==> src/rtl/event_tagger_pkg.sv <==
// Shared record layout helpers and record-type constants for the event tagger
// family. The RTL, benches and the host-side decoder all use these, so the
// field positions are defined in one place.
package event_tagger_pkg;

   // Kinds of record a host can see on the stream.
   typedef enum logic [1:0] {
      REC_EMPTY             = 2'd0,  // W=0, no channels: never produced
      REC_STROBE            = 2'd1,  // channel bits set, W=0
      REC_WRAP              = 2'd2,  // pure wrap marker {1, 0, 0}
      REC_STROBE_AFTER_WRAP = 2'd3   // channel bits set, W=1
   } rec_kind_e;

   // Total record width: wrap flag + channel bits + timestamp.
   function automatic int record_w(input int n_ch, input int ts_w);
      return 1 + n_ch + ts_w;
   endfunction

   // Position of the wrap flag (MSB of the record).
   function automatic int wrap_bit(input int n_ch, input int ts_w);
      return n_ch + ts_w;
   endfunction

   // Channel field bounds.
   function automatic int chan_lsb(input int ts_w);
      return ts_w;
   endfunction

   function automatic int chan_msb(input int n_ch, input int ts_w);
      return ts_w + n_ch - 1;
   endfunction

   // Timestamp field bounds.
   function automatic int ts_lsb();
      return 0;
   endfunction

   function automatic int ts_msb(input int ts_w);
      return ts_w - 1;
   endfunction

   // Classify a record from its wrap flag and "any channel bit set".
   function automatic rec_kind_e classify(input logic w, input logic any_ch);
      rec_kind_e k;
      case ({w, any_ch})
         2'b01:   k = REC_STROBE;
         2'b10:   k = REC_WRAP;
         2'b11:   k = REC_STROBE_AFTER_WRAP;
         default: k = REC_EMPTY;
      endcase
      return k;
   endfunction

endpackage

==> src/rtl/strobe_sync_edge.sv <==
// N-wide synchroniser chain for asynchronous detector strobes followed by a
// single history flop, giving a one-cycle rising-edge pulse per channel.
// SYNC_STAGES must be at least 2 for metastability protection.
module strobe_sync_edge #(
   parameter int N           = 4,
   parameter int SYNC_STAGES = 2
) (
   input  logic         clk,
   input  logic         reset_n,
   input  logic [N-1:0] i_strobe,
   output logic [N-1:0] o_edge
);

   logic [N-1:0] r_sync [SYNC_STAGES];
   logic [N-1:0] r_hist;

   // Shift raw strobes through the synchroniser, then keep one history sample.
   always_ff @(posedge clk or negedge reset_n) begin
      if (!reset_n) begin
         for (int i = 0; i < SYNC_STAGES; i++) begin
            r_sync[i] <= '0;
         end
         r_hist <= '0;
      end else begin
         r_sync[0] <= i_strobe;
         for (int i = 1; i < SYNC_STAGES; i++) begin
            r_sync[i] <= r_sync[i-1];
         end
         r_hist <= r_sync[SYNC_STAGES-1];
      end
   end

   assign o_edge = r_sync[SYNC_STAGES-1] & ~r_hist;

endmodule

==> src/rtl/event_tagger_stream.sv <==
// Timestamps rising edges on N strobe channels against a free-running counter,
// folds counter wraps into the record stream and presents records on a
// valid/ready interface with a saturating lost-record counter.
module event_tagger_stream
   import event_tagger_pkg::*;
#(
   parameter int N_CHANNELS  = 4,
   parameter int TS_W        = 42,
   parameter int SYNC_STAGES = 2,
   parameter int LOST_W      = 16
) (
   input  logic                       clk,
   input  logic                       reset_n,
   input  logic [N_CHANNELS-1:0]      strobe_channels,
   input  logic [N_CHANNELS-1:0]      channel_mask,
   input  logic                       reset_counter,
   input  logic                       capture_operate,
   input  logic                       counter_operate,
   output logic [N_CHANNELS+TS_W:0]   data,
   output logic                       valid,
   input  logic                       ready,
   output logic [LOST_W-1:0]          lost_count
);

   localparam int C_W_BIT  = wrap_bit(N_CHANNELS, TS_W);
   localparam int C_CH_LSB = chan_lsb(TS_W);
   localparam int C_CH_MSB = chan_msb(N_CHANNELS, TS_W);
   localparam logic [TS_W-1:0] C_TS_ONE = {{(TS_W-1){1'b0}}, 1'b1};

   logic [N_CHANNELS-1:0]    w_edge;
   logic [N_CHANNELS-1:0]    w_hits;
   logic                     w_wrap_evt;
   logic                     w_slot_free;
   logic                     w_load_hit;
   logic                     w_load_wrap;
   logic                     w_drop_hit;
   logic                     w_drop_wrap;
   logic [LOST_W:0]          w_lost_sum;

   logic [TS_W-1:0]          r_count;
   logic                     r_wrap_pending;
   logic                     r_valid;
   logic [N_CHANNELS+TS_W:0] r_data;
   logic [LOST_W-1:0]        r_lost;

   strobe_sync_edge #(
      .N           (N_CHANNELS),
      .SYNC_STAGES (SYNC_STAGES)
   ) u_sync_edge (
      .clk      (clk),
      .reset_n  (reset_n),
      .i_strobe (strobe_channels),
      .o_edge   (w_edge)
   );

   assign w_hits      = capture_operate ? (w_edge & channel_mask) : '0;
   assign w_wrap_evt  = counter_operate & ~reset_counter & (&r_count);
   assign w_slot_free = ~r_valid | ready;
   assign w_load_hit  = w_slot_free & (|w_hits);
   assign w_load_wrap = w_slot_free & ~(|w_hits) & r_wrap_pending;
   assign w_drop_hit  = ~w_slot_free & (|w_hits);
   // A second wrap while the first is still undelivered cannot be represented.
   assign w_drop_wrap = ~w_slot_free & w_wrap_evt & r_wrap_pending;
   // Both losses in one cycle count as two dropped records.
   assign w_lost_sum  = {1'b0, r_lost} + {{LOST_W{1'b0}}, w_drop_hit}
                                       + {{LOST_W{1'b0}}, w_drop_wrap};

   // Free-running timestamp counter; reset_counter has priority.
   always_ff @(posedge clk or negedge reset_n) begin
      if (!reset_n) begin
         r_count <= '0;
      end else if (reset_counter) begin
         r_count <= '0;
      end else if (counter_operate) begin
         r_count <= r_count + C_TS_ONE;
      end
   end

   // Wrap bookkeeping: a new wrap wins over the clear caused by a load.
   always_ff @(posedge clk or negedge reset_n) begin
      if (!reset_n) begin
         r_wrap_pending <= 1'b0;
      end else if (reset_counter) begin
         r_wrap_pending <= 1'b0;
      end else if (w_wrap_evt) begin
         r_wrap_pending <= 1'b1;
      end else if (w_load_hit || w_load_wrap) begin
         r_wrap_pending <= 1'b0;
      end
   end

   // Saturating count of records that found the output slot occupied.
   always_ff @(posedge clk or negedge reset_n) begin
      if (!reset_n) begin
         r_lost <= '0;
      end else if (reset_counter) begin
         r_lost <= '0;
      end else if (w_lost_sum[LOST_W]) begin
         r_lost <= '1;
      end else begin
         r_lost <= w_lost_sum[LOST_W-1:0];
      end
   end

   // Output slot: strobe records first, then pending wrap markers; held under backpressure.
   always_ff @(posedge clk or negedge reset_n) begin
      if (!reset_n) begin
         r_valid <= 1'b0;
         r_data  <= '0;
      end else if (w_load_hit) begin
         r_valid                   <= 1'b1;
         r_data[C_W_BIT]           <= r_wrap_pending;
         r_data[C_CH_MSB:C_CH_LSB] <= w_hits;
         r_data[TS_W-1:0]          <= r_count;
      end else if (w_load_wrap) begin
         r_valid                   <= 1'b1;
         r_data[C_W_BIT]           <= 1'b1;
         r_data[C_CH_MSB:C_CH_LSB] <= '0;
         r_data[TS_W-1:0]          <= '0;
      end else if (w_slot_free) begin
         r_valid <= 1'b0;
      end
   end

   assign data       = r_data;
   assign valid      = r_valid;
   assign lost_count = r_lost;

endmodule

==> config.mk <==
export PLATFORM = sky130hd
export DESIGN_NAME = event_tagger_stream
export DESIGN_NICKNAME = d
export VERILOG_FILES = /design/src/rtl/event_tagger_pkg.sv /design/src/rtl/strobe_sync_edge.sv /design/src/rtl/event_tagger_stream.sv
export SDC_FILE = /design/constraint.sdc
export NUM_CORES = 1
export LEC_CHECK = 0
export BUFFER_PORTS_ARGS = -buffer_cell sky130_fd_sc_hd__buf_2
export CELL_PAD_IN_SITES_DETAIL_PLACEMENT = 0
export CELL_PAD_IN_SITES_GLOBAL_PLACEMENT = 1
export CORE_MARGIN = 8
export CORE_UTILIZATION = 45
export DETAILED_ROUTE_END_ITERATION = 10
export MAX_ROUTING_LAYER = met4
export PLACE_DENSITY = 0.87
export REMOVE_ABC_BUFFERS = 1
export SLEW_MARGIN = 10
export SYNTH_ARGS = -nofsm -noshare
export SYNTH_HDL_FRONTEND = slang
export SYNTH_SLANG_ARGS = --single-unit
==> constraint.sdc <==
create_clock -name clk -period 4.27 [get_ports clk]
set_clock_uncertainty 0.15 [all_clocks]
set_input_delay 0.854 -clock clk [delete_from_list [all_inputs] [get_ports clk]]
set_output_delay 0.854 -clock clk [all_outputs]
set_load 0.02 [all_outputs]
=== Yosys cells after proc, flatten, opt, wreduce, memory -nomap -nowiden ===
Index checks and enable logic that the tools add are counted.

* Memory bits (read-only): 0
* Latch bits: 0
* Memories: 0
* Register bits after elaboration: 119
* Word-level logic and storage cells: 47
* Memory bits (writable): 0
* Output and inout port bits: 64

* Shifts and indexed selects: 0
* Reduce and logical (&&, ||, !) cells: 7
* Add/subtract/negate cells: 3
* Div/mod/pow operators: 0
* $mul: 0
* Magnitude comparators: 0
* Equal/unequal tests: 0
* Bitwise logic cells: 16
* Muxes and demuxes: 13

{| class="wikitable"
|+ Operators with widths
! kind !! number
|-
| 2-to-1 mux 47 bit || 2
|-
| 2-to-1 mux 42 bit || 2
|-
| adder 42 x 1 -> 42 bit (second input constant) || 1
|-
| AND reduction 42 bit || 1
|-
| 2-to-1 mux 16 bit || 2
|-
| adder 16 x 1 -> 17 bit || 1
|-
| adder 17 x 1 -> 17 bit || 1
|-
| AND 1 bit || 8
|-
| AND 4 bit || 2
|-
| 2-to-1 mux 1 bit || 6
|-
| nonzero test 3 bit || 2
|-
| 2-to-1 mux 4 bit || 1
|-
| NOT 1 bit || 4
|-
| NOT 4 bit || 1
|-
| nonzero test 2 bit || 2
|-
| OR reduction 4 bit || 1
|-
| logical OR 1 bit || 1
|-
| OR 1 bit || 1
|}

=== Depth between registers and ports, before layout ===
* Word-level depth: 12
* Mapped depth: 13
* Mapped depth without buffers: 12

=== Cells and area by module ===
A second synthesis with hierarchy kept.

* Cells, all modules: 433
* Area total of the unflattened synthesis: 4988.5 sq um

{| class="wikitable"
|+ Modules (own cells, without submodules)
! module !! area each (sq um) !! instances !! cells each
|-
| event_tagger_stream || 4633.2 || 1 || 417
|-
| strobe_sync_edge || 355.3 || 1 || 16
|}

=== Worst setup path after synthesis ===
No wires, ideal clock.

* Path kind: input port to flip-flop
* Start point: input counter_operate
* End point: register r_lost[11] (netlist: lost_count[11])
* Data arrival time: 3.737 ns
* Cell stages on the path: 12
* Buffers on the path: 1
* Data required time: 4.038 ns
* Path slack: 0.301 ns
* Cell sequence: nand3_1 > or4_1 > nor3_1 > nand4_1 > fa_1 > inv_1 > ha_1 > nand3_1 > nor4_1 > nand2_1 > clkbuf_1 > a31oi_1

* Word-level cells in the longest chain between the ends: 7

{| class="wikitable"
|+ RTL lines
! what !! RTL line !! RTL
|-
| start, declared || event_tagger_stream.sv:18 || <nowiki>input logic counter_operate,</nowiki>
|-
| AND 1 bit (2 in series) || event_tagger_stream.sv:57 || <nowiki>assign w_wrap_evt = counter_operate & ~reset_counter & (&r_count);</nowiki>
|-
| AND 1 bit (2 in series) || event_tagger_stream.sv:63 || <nowiki>assign w_drop_wrap = ~w_slot_free & w_wrap_evt & r_wrap_pending;</nowiki>
|-
| adder 17 x 1 -> 17 bit || event_tagger_stream.sv:66 || <nowiki>+ {{LOST_W{1'b0}}, w_drop_wrap};</nowiki>
|-
| 2-to-1 mux 16 bit || event_tagger_stream.sv:98 || <nowiki>end else if (w_lost_sum[LOST_W]) begin</nowiki>
|-
| 2-to-1 mux 16 bit || event_tagger_stream.sv:96 || <nowiki>end else if (reset_counter) begin</nowiki>
|-
| end signal, assigned || event_tagger_stream.sv:101 || <nowiki>r_lost <= w_lost_sum[LOST_W-1:0];</nowiki>
|-
| end, declared || event_tagger_stream.sv:44 || <nowiki>logic [LOST_W-1:0] r_lost;</nowiki>
|}

No other way between the ends.
A chain may end at the register's enable or synchronous reset.

=== Final worst setup path ===
* Start point: register r_count[4]
* End point: register r_lost[13] (netlist: lost_count[13])

* Word-level cells in the longest chain between the ends: 7

{| class="wikitable"
|+ RTL lines
! what !! RTL line !! RTL
|-
| start, declared || event_tagger_stream.sv:40 || <nowiki>logic [TS_W-1:0] r_count;</nowiki>
|-
| start signal, assigned || event_tagger_stream.sv:75 || <nowiki>r_count <= r_count + C_TS_ONE;</nowiki>
|-
| AND reduction 42 bit || event_tagger_stream.sv:57 ||
|-
| AND 1 bit || event_tagger_stream.sv:57 ||
|-
| AND 1 bit (2 in series) || event_tagger_stream.sv:63 ||
|-
| adder 17 x 1 -> 17 bit || event_tagger_stream.sv:66 ||
|-
| 2-to-1 mux 16 bit || event_tagger_stream.sv:98 ||
|-
| 2-to-1 mux 16 bit || event_tagger_stream.sv:96 ||
|}

No other way between the ends.

==> flow_summary.toml <==
[run_status]
run_status = "finished, final reports clean"

[floorplan]
row_count = 39
die_w_um = 124
core_region_area_um2 = 11400
initial_core_util_pct = 45.8
die_y_um = 124
die_area_um2 = 15300
ioPinCount = 78

[finish]
diodes = 0
area_growth_pct = 22.5
fin_util_pct = 56.1
fin_nets = 563
layout-drive-gt1-share_pct = 23.8
fillerInstances = 966
seq_area_um2 = 2980
multiInputGateArea_um2 = 2080

[route]
totalWireLength_um = 12300
vias = 4078
wire_per_inst_um = 17.5
vias_per_cell = 5.81
drc = 0
ant_nets = 0
drt_iter0_drc = 214
drtPass1Iterations = 4

[synthesis]
ys_seq_elements = 119
yosysUniqueCellTypes = 44
postSynthCellCount = 467
syn_area_per_cell_um2 = 11.2
synth_top_area_share_pct = 57.2
netlist.top_cell.by_area = "dfrtp_1"
synth-seq-area-share_pct = 57.2
synth_area_leaders = "dfrtp_1 (57%), a22o_1 (7.6%), a21oi_1 (3.2%)"
yosysWarnings = 0
syn-cell-area_um2 = 5210

[clocking]
cts_root_buf = "clkbuf_16"
cts_num_sinks = 119
cts_setup_buffers = 0
clk_latency_ns = 0.41
clockBufferDepth = 2
path_clk_slew_ns = 0.06
cts_buffers = 17
cts_resized = 0
cts_tree = "yes"
cts_max_level = 4
postCtsHoldBufs = 0

[global_routing]
first_global_vias = 4014
grt_max_degree = 73
grt_first_pass_wirelength_um = 20100
antenna_found_initial = 0
grt_use_total_pct = 17.1
overflow = 0

[power]
power_density_nw_per_um2 = 434
ir_drop_uv = 226
p_leak_nw = 2.94

[worst_setup_path]
critPathLaunch = "r_count[4]"
end_kind = "register"
critPathLaunchType = "register"
r2r_start = "r_count[4]"
path_max_fanout = 16
path_class = "register to register"
cp.required_ns = 4.45
crit_arrival_ns = 3.99

[sta]
finalSetupViolCount = 0
tightestPinTransition_ns = 0.934
hold_viol = 0
rsz0062_at_grt = "false"
fin_crit_ns = 3.81
timing.fmax_mhz = 262
slew_headroom_pct = 37.7
fin_crit_sh_pct = 89.3
finalMaxSlewViolations = 0
setup_tns_ns = 0

[place]
numPortBuffers = 77
dp_hpwl_um = 7920
place_congestion = 0.868

[worst_hold_path]
hp-start = "u_sync_edge.r_sync[5]"
hold_path_class = "register to register"

[run]
maxCapViolCount = 0
area by class of cell:
cell class	count	area share, %
Clock buffer	19	7.10
Inverter	10	0.588
Timing Repair Buffer	88	7.57
Sequential cell	119	46.7
Clock inverter	13	2.71
Tap cell	143	2.80
Multi-Input combinational cell	310	32.6
through the flow:
step | area [um2] | hold slack [ns] | total power, mW | worst slack [ns] | std cells
6_report | 6380 | 0.196 | 2.77 | 0.456 | 702
4_1_cts | 6380 | 0.198 | 2.79 | 0.495 | 702
3_5_place_dp | 5760 | 0.185 | 1.30 | 0.0921 | 670
5_1_grt | 6380 | 0.201 | 2.86 | 0.0971 | 702
2_1_floorplan | 5090 | 0.181 | 1.23 | 0.270 | 439
3_3_place_gp | 5760 | 0.186 | 1.30 | 0.232 | 670
registers in the layout (all words and copies together), names as in the netlist:
register	cells
data	47
lost_count	16
r_count	42
r_wrap_pending	1
u_sync_edge.r_hist	4
u_sync_edge.r_sync	8
valid	1
path summary, 6_finish.rpt:
path | cells past startpoint | to | slack (ns)
max reg2reg | 13 | lost_count[13] | 0.46
min reg2reg | 0 | u_sync_edge.r_sync[1] | 0.20
max | 13 | lost_count[13] | 0.46
min | 0 | u_sync_edge.r_sync[1] | 0.20
max in group asynchronous | 2 | data[41] | 2.80
min in group asynchronous | 1 | data[1] | 0.41
critical path: stages, from the launching register on:
cell and delay, ns:
dfrtp_1 0.48, nand4_2 0.14, buf_4 0.21, or4_1 0.55
nor3_1 0.17, nand4_1 0.15, fa_1 0.44, inv_1 0.09
ha_1 0.18, nand3_1 0.18, nor4_1 0.30, buf_4 0.20
nand2_1 0.27, a31oi_1 0.24
Yosys cell counts, drive strengths merged:
cell type and number:
nand2 24, o211a 1, and2 3, mux2i 1, o31ai 18, mux2 5, nand4 19, nor3 9
inv 10, ha 2, buf 10, and3 5, nor2 23, dfrtp 119, nand4b 1, o21a 1
nand2b 1, a21oi 33, a31oi 6, or3 11, nand3 17, a22o 45, and4b 4, nor4bb 1
and4 5, xor2 8, nor4b 1, nor2b 5, fa 1, o21ai 9, or4b 2, or2 2
nor4 10, or4 23, clkbuf 18, a31o 1, xnor2 12, a21o 1
per-layer routing:
layer	vias up	track usage, %	wire [um]
met4	0	4.89	72
li1	1936	-	-
met5	-	-	0
met2	98	26.4	5870
met1	2036	21.7	5670
met3	8	4.81	665
placed cells by master (no fill, tap or decap), types with 10 or more instances in the layout:
cell type / Yosys / layout
nor2_1: 23 / 23
nand2_1: 24 / 24
a22o_1: 45 / 45
or4_1: 22 / 22
buf_2: 7 / 76
xnor2_1: 12 / 12
a21oi_1: 33 / 33
nor4_1: 10 / 10
buf_4: 0 / 11
dfrtp_1: 119 / 119
or3_1: 11 / 11
o31ai_1: 18 / 18
nand4_1: 18 / 18
clkbuf_16: 0 / 17
nand3_1: 17 / 17
inv_1: 10 / 10
where the power goes:
group / leakage (nW) / total, mW / internal [mW] / switching [mW]
Sequential: 1.63 / 1.16 / 1.15 / 0.0114
Clock: 0.292 / 1.49 / 0.954 / 0.537
Combinational: 1.02 / 0.121 / 0.0337 / 0.0869
cell families (layout without fill, tap and decap cells):
logic type,Yosys count,count (layout),share of synthesized area (%)
buffers and inverters,38,130,3.07
adder cells (fa/ha/maj),3,3,0.864
AO/OA/AOI/OAI,115,115,15.6
AND/OR/NAND/NOR,166,166,18.6
flip-flops,119,119,57.2
XOR/XNOR,20,20,3.36
multiplexers,6,6,1.27
No activity file was read; power rests on OpenSTA's default activity.
